File: src/rtl/shift_pkg.sv
// shift_pkg: shared constants and op encodings for the pipelined shifter.
//   WIDTH   - datapath width (only 32 is supported)
//   SHAMT_W - shift-amount width derived from WIDTH
//   op_e    - shift operation encoding carried on the op ports
package shift_pkg;

    localparam int unsigned WIDTH   = 32;
    localparam int unsigned SHAMT_W = $clog2(WIDTH);

    typedef enum logic [1:0] {
        OP_SLL  = 2'b00,
        OP_SRA  = 2'b01,
        OP_SRL  = 2'b10,
        OP_RSVD = 2'b11
    } op_e;

endpackage

File: src/rtl/shift_stage.sv
// shift_stage: one rung of the log-shifter ladder (purely combinational).
//   AMT    - fixed shift distance of this rung (16/8/4/2/1)
//   data   - in : operand from the previous rung
//   enable - in : apply this rung's shift
//   op     - in : shift operation (SLL/SRA/SRL/reserved)
//   result - out: shifted operand for the next rung
import shift_pkg::*;

module shift_stage #(
    parameter int unsigned AMT = 1
) (
    input  logic [WIDTH-1:0] data,
    input  logic             enable,
    input  logic [1:0]       op,
    output logic [WIDTH-1:0] result
);

    // SRA replicates data[WIDTH-1]; earlier rungs never change the MSB under
    // SRA, so this is always the sign of the original operand.
    always_comb begin
        result = data;
        if (enable) begin
            case (op_e'(op))
                OP_SLL:  result = data << AMT;
                OP_SRL:  result = data >> AMT;
                OP_SRA:  result = WIDTH'($signed(data) >>> AMT);
                default: result = data;
            endcase
        end
    end

endmodule

File: src/rtl/shift_pipe.sv
// shift_pipe: two-stage pipelined 32-bit SLL/SRA/SRL shifter with
// valid/ready handshakes on both sides; one op per cycle, 2-cycle latency.
//   SPLIT     - number of high shamt bits applied in stage 1
//   clock     - in : rising-edge clock
//   reset     - in : asynchronous active-high reset
//   in_valid  - in : upstream has an op
//   in_ready  - out: op can be accepted this cycle
//   data_in   - in : operand
//   shamt     - in : shift amount 0..31
//   op        - in : 00=SLL, 01=SRA, 10=SRL, 11=reserved
//   out_valid - out: result available
//   out_ready - in : downstream accepts the result
//   data_out  - out: shifted result
//   out_err   - out: result came from a reserved op (data passed unshifted)
import shift_pkg::*;

module shift_pipe #(
    parameter int unsigned SPLIT = 2
) (
    input  logic             clock,
    input  logic             reset,
    input  logic             in_valid,
    output logic             in_ready,
    input  logic [WIDTH-1:0] data_in,
    input  logic [4:0]       shamt,
    input  logic [1:0]       op,
    output logic             out_valid,
    input  logic             out_ready,
    output logic [WIDTH-1:0] data_out,
    output logic             out_err
);

    localparam int unsigned LO_W = SHAMT_W - SPLIT;

    logic             s1_valid;
    logic [WIDTH-1:0] s1_data;
    logic [LO_W-1:0]  s1_shamt;
    op_e              s1_op;
    logic             s1_err;
    logic             s2_valid;

    logic             accept;
    logic             s2_adv;

    // Rung chains: index 0 is the stage input, index N the stage output.
    logic [WIDTH-1:0] c1 [SPLIT+1];
    logic [WIDTH-1:0] c2 [LO_W+1];

    assign s2_adv    = s1_valid && (!s2_valid || out_ready);
    assign in_ready  = !s1_valid || s2_adv;
    assign accept    = in_valid && in_ready;
    assign out_valid = s2_valid;

    // Stage 1: largest rungs first, driven by the high shamt bits.
    assign c1[0] = data_in;
    for (genvar k = 0; k < SPLIT; k++) begin : g_s1
        localparam int unsigned B = SHAMT_W - 1 - k;
        shift_stage #(.AMT(1 << B)) u_stage (
            .data   (c1[k]),
            .enable (shamt[B]),
            .op     (op),
            .result (c1[k+1])
        );
    end

    // Stage 2: remaining rungs, driven by the registered low shamt bits.
    assign c2[0] = s1_data;
    for (genvar k = 0; k < LO_W; k++) begin : g_s2
        localparam int unsigned B = LO_W - 1 - k;
        shift_stage #(.AMT(1 << B)) u_stage (
            .data   (c2[k]),
            .enable (s1_shamt[B]),
            .op     (s1_op),
            .result (c2[k+1])
        );
    end

    always_ff @(posedge clock or posedge reset) begin
        if (reset) begin
            s1_valid <= 1'b0;
            s1_data  <= '0;
            s1_shamt <= '0;
            s1_op    <= OP_SLL;
            s1_err   <= 1'b0;
            s2_valid <= 1'b0;
            data_out <= '0;
            out_err  <= 1'b0;
        end else begin
            if (accept) begin
                s1_valid <= 1'b1;
                s1_data  <= c1[SPLIT];
                s1_shamt <= shamt[LO_W-1:0];
                s1_op    <= op_e'(op);
                s1_err   <= (op == OP_RSVD);
            end else if (s2_adv) begin
                s1_valid <= 1'b0;
            end

            // Data registers load only on advance, so a stalled result holds.
            if (s2_adv) begin
                s2_valid <= 1'b1;
                data_out <= c2[LO_W];
                out_err  <= s1_err;
            end else if (out_ready && s2_valid) begin
                s2_valid <= 1'b0;
            end
        end
    end

endmodule

File: config.mk
export PLATFORM = sky130hd
export DESIGN_NAME = shift_pipe
export DESIGN_NICKNAME = d
export VERILOG_FILES = /design/src/rtl/shift_pkg.sv /design/src/rtl/shift_stage.sv /design/src/rtl/shift_pipe.sv
export SDC_FILE = /design/constraint.sdc
export NUM_CORES = 1
export LEC_CHECK = 0
export CORE_ASPECT_RATIO = 1.4
export CORE_MARGIN = 3
export CORE_UTILIZATION = 45
export CTS_CLUSTER_SIZE = 28
export DETAILED_ROUTE_END_ITERATION = 12
export DONT_BUFFER_PORTS = 1
export SLEW_MARGIN = 20
export SYNTH_ARGS = -nofsm -noshare
export SYNTH_HDL_FRONTEND = slang
export SYNTH_HIERARCHICAL = 1
export SYNTH_SLANG_ARGS = --single-unit
File: constraint.sdc
create_clock -name clock -period 7.1 [get_ports clock]
set_input_delay 1.42 -clock clock [delete_from_list [all_inputs] [get_ports clock]]
set_output_delay 1.42 -clock clock [all_outputs]
set_load 0.02 [all_outputs]
==> metrics.txt <==
sequential area share after synthesis 22.1%; DR WL/cell around 19 um; f_max 254 MHz; H-tree depth 3; dpl hpwl 13500 um; top cell type's share of synthesized area between 20% and 30%; CTS Root Cell clkbuf_16; Pins Over Slew Limit 0; Vias per Instance 6.53; most numerous cell in the Yosys netlist o22ai_1; clock sink count 73; cell leakage power approximately 0.0032 uW; Max Fanout on Critical Path 57; min Tclk post-route 3.94 ns; Yosys cell types 46; Skew-Pair Late Insertion Delay roughly 0.34 ns; Remaining Overflow, GRT 0; Final Worst Setup Slack 3.16 ns; die height 166 um; top cells by area, synth dfrtp_1 (22%), o22ai_1 (14%), mux2_2 (13%), mux2_4 (7.6%), a21oi_1 (5.5%); layout cell share with drive strength beyond 1 23.2%; cell count after synthesis 902; final non-filler cell total 1062; total die area approximately 20000 um^2; initial antenna violation count 0; Net Sw Frac 42.0%; CP Data Required Time between 7 and 8 ns; top cell type by total area after synthesis dfrtp_1; I/O pin count 78; row cnt 58; Slew @ Worst Pin 1.06 ns; Initial Util about 46%; Syn Area/Cell 9.15 um^2; TritonRoute pass-1 iters 4; pre-CTS setup slack 3.24 ns; cts repair resizes 0; Net Sw Power 1040 uW; DR iter-0 viols slightly below 600; Routed Antenna Nets 0; fin crit share 55.5%; worst rel slew slack 29.3%; endpoints failing setup 0; Yosys warning count 6; Post-synth top flop dfrtp_1; Startpoint Class flop; hold_buf cts 0; Seq pwr share between 30% and 40%; Die Wd 120 um; vias in the first global route ~6400; Synthesized Nets 945; combinational share of power 47.7%; CTS clk-pin slew, worst paths 0.06 ns; nets 860; post-synthesis async set-or-reset flop share between 90% and 100%; synthesis-to-layout area growth -1.36%; Clock Power Share 18.5%; WL final 20200 um; Post-synth top cells o22ai_1 (180), mux2_2 (96), a21oi_1 (91); diode count 0; EDFF count, synth 0; cell internal pwr around 1400 uW; CTS Buffer Depth 2; first-pass GRT wire length 34100 um; worst hold path class reg2reg; type of the worst setup path reg2reg; GRT Overall Usage 19.9%; crit end category flop; critical path arrival 4.17 ns; Max-Cap Viols 0; Mapped Area 8250 um^2; unrepaired setup endpoints after global routing no; largest net degree at the start of global routing 106; gpl congestion 0.804; core footprint around 18000 um^2; CTS tree yes; Vias 6935; status complete, no violations; setup bufs post-CTS 0; Max VDD drop approximately 120 uV; DR DRC count 0; PwrDens 302 nW/um^2; Final TNS setup 0 ns; number of port buffers 0; register bit total from synthesis 73; clock skew 0.00841 ns; cts bufs inserted 9; final-report hold violation count 0; cell count after placement 1046
sequential cells by signal, indices dropped and copies added (netlist names):
signal and cells:
data_out 32, out_err 1, out_valid 1, s1_data 32, s1_err 1, s1_op 2
s1_shamt 3, s1_valid 1
logic make-up after synthesis:
logic type | after synthesis | synth area share [%]
compound gates | 369 | 29.0
buf+inv | 122 | 10.1
flops | 73 | 22.1
mux | 187 | 27.0
simple gates | 151 | 11.8
final timing paths:
check	from	slack [ns]	cells after the start	endpoint
max	s1_op[0]	3.16	11	data_out[28]
min	s1_err	0.51	1	s1_err
max reg2reg	s1_op[0]	3.16	11	data_out[28]
min reg2reg	s1_err	0.51	1	s1_err
max in group asynchronous	reset	5.21	2	s1_op[0]
min in group asynchronous	reset	1.23	2	data_out[29]
power by group through the flow:
stage | logic (uW) | clock network [uW] | registers (uW)
after floorplan | 1090 | 0 | 761
after global placement | 1150 | 0 | 834
after detailed placement | 1160 | 0 | 840
after CTS | 1170 | 468 | 832
after global routing | 1300 | 482 | 853
final | 1180 | 456 | 831
metal layers:
| layer | global-route usage [%] | routed length, um |
|---|---|---|
| met1 | 28.1 | 9290 |
| met2 | 31.2 | 9610 |
| met3 | 2.62 | 949 |
| met4 | 6.56 | 403 |
| met5 | 0 | 0 |
worst max-delay path, stage by stage, from the launching register on:
cell	delay [ns]
dfrtp_4	0.92
buf_4	0.73
mux2_2	0.41
o22ai_1	0.14
a21oi_1	0.17
mux2_4	0.34
o22ai_1	0.10
a21oi_1	0.13
mux2_1	0.35
o22ai_1	0.12
a21oi_1	0.07
mux2_2	0.29
cells in the final DEF, fill, tap and decap left out, types with 2 or more instances in the layout:
master	n
clkinv_2	2
o2bb2ai_1	6
inv_1	19
nand2b_1	26
buf_4	5
a22oi_1	6
a22o_2	7
nand2_1	29
o21ai_0	23
dfrtp_2	2
clkinvlp_4	2
nand2b_2	2
dfrtp_1	70
mux2i_1	31
nor2b_1	19
clkbuf_16	9
inv_2	2
a32oi_1	2
nand2b_4	2
a221o_1	12
o2bb2ai_2	10
o22ai_1	180
a21oi_1	91
o21ai_1	9
nand4b_1	32
a21o_1	13
mux2_4	42
nand4_1	16
mux2_1	18
nand3_1	16
a21bo_2	2
mux2_2	96
a22o_1	6
cell type report:
| class | count | area (um^2) |
|---|---|---|
| tap | 240 | 300 |
| clock inverter | 5 | 55.1 |
| fill | 1794 | 9860 |
| multi-input combinational | 707 | 5590 |
| timing repair buffer | 5 | 37.5 |
| sequential | 73 | 1830 |
| inverter | 21 | 78.8 |
| clock buffer | 11 | 243 |
stage by stage:
stage	utilization [%]	hold WS (ns)	total power (uW)	cell area (um^2)
final	45.2	0.506	2460	8140
after global routing	45.2	0.523	2640	8140
after CTS	45.2	0.513	2470	8140
after detailed placement	43.6	0.500	2000	7840
after global placement	43.6	0.487	1980	7840
after floorplan	-	0.469	1860	8250
(Power assumes the default switching activity.)
==> variant 1: new RTL, same settings <==
Remove the case item `OP_SRA` of the case on `op_e'(op)`.
--- a/src/rtl/shift_stage.sv
+++ b/src/rtl/shift_stage.sv
@@ -25,3 +25,2 @@
                 OP_SRL:  result = data >> AMT;
-                OP_SRA:  result = WIDTH'($signed(data) >>> AMT);
                 default: result = data;
Check against the original RTL: not equivalent (a bounded check fails within 4 cycles, from zero or initial values and one cycle with reset high).
==> variant 1 against the original RTL <==
Wire length shrank 40%. Die area shrank 11%. Global-route usage shrank 5.8 points. Area after synthesis shrank 11%. First-iteration DRC count shrank 78%. Design area shrank 8.0%. Sequential cell count is the same. Non-clock buffer count is the same. Power shrank 6.9%. Utilization grew 2.1 points. Via count shrank 46%. Worst setup slack gained 0.20 ns.
==> variant 1: results (changes against the original RTL) <==
* Crit path max-delay cell type: buf_4 (was dfrtp_4)
* Worst-margin pin slew at 1.11 ns (was 1.06 ns)
* Critical Path AT at 3.95 ns (was 4.17 ns)
* Netlist cell types at 22 (was 46)
* Pre-Repair DR Iteration Count at 4 (unchanged)
* Synthesized netlist cell count at 554 (was 902)
* Largest net degree at the start of global routing at 74 (was 106)
* EDFF count, synth at 0 (unchanged)
* CP top delay family: multiplexers (unchanged)
* Commonest cells in the netlist: 209 x mux2_4, 88 x mux2_2, 73 x dfrtp_1, 32 x inv_1 (was 180 x o22ai_1, 96 x mux2_2, 91 x a21oi_1, 73 x dfrtp_1, 44 x buf_2)
* WL met2 at 5.95 mm (was 9.61 mm)
* Clock buf/inv share at 4.39% (was 3.66%)
* Gp weighted congestion at 0.690 (was 0.804)
* CTS Buf Count at 9 (unchanged)
* Dpl ws at 3.38 ns (was 3.24 ns)
* Clock buffer count at 10 (was 11)
* FF+latch area at 1830 sq um (about the same)
* First-pass GRT wire length at 20.4 mm (was 34.1 mm)
* Crit Path Class: flip-flop to flip-flop (unchanged)
* Outcome: completed (unchanged)
* Compound-Gate Fraction of Synth Area at 0.119% (was 29.0%)
* Final Non-Filler Cells at 725 (was 1062)
* Critical path's largest stage delay at 0.93 ns
* Reg2Reg Launch Point: s1_op[1] (was s1_op[0])
* Setup Skew at 0.00718 ns (was 0.00841 ns)
* Syn Nets at 597 (was 945)
* Met1 usage at 17.9% (was 28.1%)
* #MultiIn Comb at 403 (was 707)
* Nets at 567 (was 860)
* Layout cell share with drive strength beyond 1 at 62.0% (was 23.2%)
* Total GRT Usage at 14.0% (was 19.9%)
* DP Wirelength at 9.36 mm (was 13.5 mm)
* Root buf cell: clkbuf_16 (unchanged)
* Top routing layer used: met4 (unchanged)
* Non-clk buf share at 0.935% (was 0.461%)
* Synth Area in XOR/XNOR at 0% (unchanged)
* Cell area after layout at 7490 sq um (was 8140 sq um)
* Register area share after synthesis at 24.9% (was 22.1%)
* Vias in the first global route at 3943 (was 6405)
* Area contributors post-synth: mux2_4 43%, dfrtp_1 25%, mux2_2 14% (was dfrtp_1 22%, o22ai_1 14%, mux2_2 13%)
* Met2 Use GR at 23.7% (was 31.2%)
* Wire length on met1 at 5.61 mm (was 9.29 mm)
* Fillers at 1440 (was 1794)
* Non-clock inverters at 32 (was 21)
* HP Start: s1_shamt[1] (was s1_err)
* Met3 Use GR at 3.35% (was 2.62%)
* Mux contribution to synthesized area at 60.6% (was 27.0%)
* Pleak at 0.00360 uW (was 0.00316 uW)
* FFs & Latches at 73 (unchanged)
* Final WL at 12.2 mm (was 20.2 mm)
* Placed inst area at 7110 sq um (was 7840 sq um)
* Via count at 3751 (was 6935)
* WL met3 at 502 um (was 949 um)
* Post-Place Cells at 707 (was 1046)
* Maximum VDD drop at 0.212 mV (was 0.121 mV)
* Area of the multi-input gates at 4900 sq um (was 5590 sq um)
* Mapped Avg Cell Area at 13.2 sq um (was 9.15 sq um)
* Initial drt markers at 131 (was 584)
* Crit path max fanout at 70 (was 57)
## variant 1: cell count changes in the layout (fill, tap and decap cells not counted), sizes merged, moves of 13 or more
cell | before | now
o22ai | 180 | 0
mux2 | 156 | 297
a21oi | 91 | 0
nand4b | 32 | 0
o21ai | 32 | 0
nand2b | 30 | 2
nand3 | 16 | 0
nand4 | 16 | 0
o2bb2ai | 16 | 0
a21o | 13 | 0
nor2b | 19 | 32
## variant 1: final timing paths
kind | to | cells after the start | slack, ns
min | s1_shamt[1] | 1 | 0.51
min reg2reg | s1_shamt[1] | 1 | 0.51
max in group asynchronous | s1_op[1] | 2 | 5.17
max | data_out[22] | 8 | 3.36
min in group asynchronous | data_out[27] | 2 | 1.24
max reg2reg | data_out[22] | 8 | 3.36
## variant 1: power by group
part | total [uW] | internal (uW) | switching, uW
Clock | 495 | 318 | 177
Sequential | 783 | 548 | 235
Combinational | 1010 | 687 | 327
Total | 2290 | 1550 | 738
==> variant 2: new RTL, same flow settings <==
Made on the original files. Set the parameter `SPLIT` to 4 (it was 2).
--- a/src/rtl/shift_pipe.sv
+++ b/src/rtl/shift_pipe.sv
@@ -17,3 +17,3 @@
 module shift_pipe #(
-    parameter int unsigned SPLIT = 2
+    parameter int unsigned SPLIT = 4
 ) (
Formal check against the unedited RTL: no difference found for any inputs over 4 cycles, from zero or initial values and one cycle with reset high; that may be too few to reach the edited logic, so the function may still have changed.
==> variant 2 against the original RTL <==
Power shrank 19%. Synthesized cell count shrank 0.55%. Utilization is essentially flat. Combinational power shrank 30%. Highest routed layer unchanged. Global-route usage shrank 0.68 points. Wire length shrank 0.61%. Critical path type is now input port to flip-flop. Sequential cell count shrank 2. Worst setup slack lost 0.54 ns. Sequential share of layout area shrank 0.79 points. Design area grew 0.46%. Area after synthesis grew 1.1%. Maximum frequency shrank 12%.
==> variant 2: results (changes against the original RTL) <==
* Critical Path AT at 4.74 ns (was 4.17 ns)
* Commonest cells in the netlist: 180 x o22ai_1, 91 x a21oi_1, 82 x mux2_4, 71 x dfrtp_1, 54 x mux2_2 (was 180 x o22ai_1, 96 x mux2_2, 91 x a21oi_1, 73 x dfrtp_1, 44 x buf_2)
* Placed inst area at 7920 sq um (was 7840 sq um)
* Met2 Use GR at 31.2% (about the same)
* Critical path's largest stage delay at 0.59 ns (was 0.92 ns)
* Post-CTS Setup Bufs at 0 (unchanged)
* Nets at 855 (was 860)
* Layout cell share with drive strength beyond 1 at 22.4% (was 23.2%)
* Clock Pin Slew Worst Setup and Hold Paths at 0.05 ns
* Final WL at 20.1 mm (was 20.2 mm)
* Total GRT Usage at 19.2% (was 19.9%)
* Worst skew pair latency at 0.32 ns (was 0.34 ns)
* Met1 usage at 26.4% (was 28.1%)
* Fillers at 1753 (was 1794)
* Vias in the first global route at 6151 (was 6405)
* First-pass GRT wire length at 33.2 mm (was 34.1 mm)
* DP Wirelength at 13.6 mm (was 13.5 mm)
* Met3 Use GR at 2.84% (was 2.62%)
* CP top delay family: compound AO/OA/AOI/OAI gates (was multiplexers)
* Crit path max fanout at 142 (was 57)
* CTS Buf Count at 9 (unchanged)
* Largest net degree at the start of global routing at 184 (was 106)
* Pleak at 0.00328 uW (was 0.00316 uW)
* Diodes inserted at 0 (unchanged)
* Pre-Repair DR Iteration Count at 5 (was 4)
* Maximum VDD drop at 0.129 mV (was 0.121 mV)
* Yosys warning total at 6 (unchanged)
* H-tree depth at 3 (unchanged)
* Biggest regs: data_out x32, s1_data x32, s1_op x2 (was data_out x32, s1_data x32, s1_shamt x3)
* WL met2 at 9.75 mm (was 9.61 mm)
* Crit path max-delay cell type: nand2b_1 (was dfrtp_4)
* Gp weighted congestion at 0.850 (was 0.804)
* Setup Skew at 0.00321 ns (was 0.00841 ns)
* Netlist cell types at 47 (was 46)
* Dpl ws at 2.51 ns (was 3.24 ns)
* Clock net sink count at 71 (was 73)
* Register area share after synthesis at 21.3% (was 22.1%)
* Root buf cell: clkbuf_16 (unchanged)
* WL met3 at 819 um (was 949 um)
* Initial antenna violation count at 0 (unchanged)
* Syn Nets at 940 (was 945)
* Via count at 6918 (was 6935)
* Outcome: completed (unchanged)
* Initial drt markers at 862 (was 584)
* Worst-margin pin slew at 1.08 ns (was 1.06 ns)
* Area contributors post-synth: dfrtp_1 21%, mux2_4 15%, o22ai_1 13% (was dfrtp_1 22%, o22ai_1 14%, mux2_2 13%)
* Wire length on met1 at 9.25 mm (was 9.29 mm)
[variant 2: cell count changes after synthesis]
cell | unedited run | this run
mux2_2 | 96 | 54
mux2_4 | 42 | 82
buf_4 | 17 | 13
buf_6 | 20 | 23
dfrtp_1 | 73 | 71
a22o_1 | 6 | 5
a22o_2 | 7 | 8
nand2_4 | 1 | 0
nand2_8 | 0 | 1
nand2b_1 | 27 | 26
or2b_2 | 0 | 1
[variant 2: final cells by class]
type                    count  area (sq um)  share of cell area (%)
clock buffers              14           254                    3.11
well taps                 240           300                    3.67
multi-input cells         705          5730                    70.1
clock inverters             1          5.00                  0.0612
flip-flops and latches     71          1780                    21.7
inverters                  21          78.8                   0.964
repair buffers              4          30.0                   0.367
[variant 2: logic make-up after synthesis]
logic type	synth area share, %
DFF	21.3
and+or+nand+nor	11.8
AOI/OAI and AO/OA	28.7
buffers and inverters	10.1
muxes	28.2
[variant 2: report_power, final]
| part | switching, uW | internal, uW | leakage, uW |
|---|---|---|---|
| Sequential | 250 | 542 | 0.000833 |
| Clock | 145 | 243 | 0.000127 |
| Combinational | 357 | 466 | 0.00232 |
| Total | 753 | 1250 | 0.00328 |
[variant 2: worst paths after layout]
kind	startpoint	endpoint	slack [ns]	cells past startpoint
min in group asynchronous	reset	data_out[27]	1.24	2
min	s1_err	s1_err	0.53	1
min reg2reg	s1_err	s1_err	0.53	1
max in group asynchronous	reset	s1_data[5]	5.32	2
max reg2reg	s1_op[0]	data_out[0]	5.17	5
max	op[1]	s1_data[23]	2.62	11
[variant 2: stage by stage]
stage                     cells  hold slack [ns]
after floorplan             897            0.476
after global placement     1041            0.514
after detailed placement   1041            0.529
after CTS                  1056            0.542
after global routing       1056            0.553
final                      1056            0.532
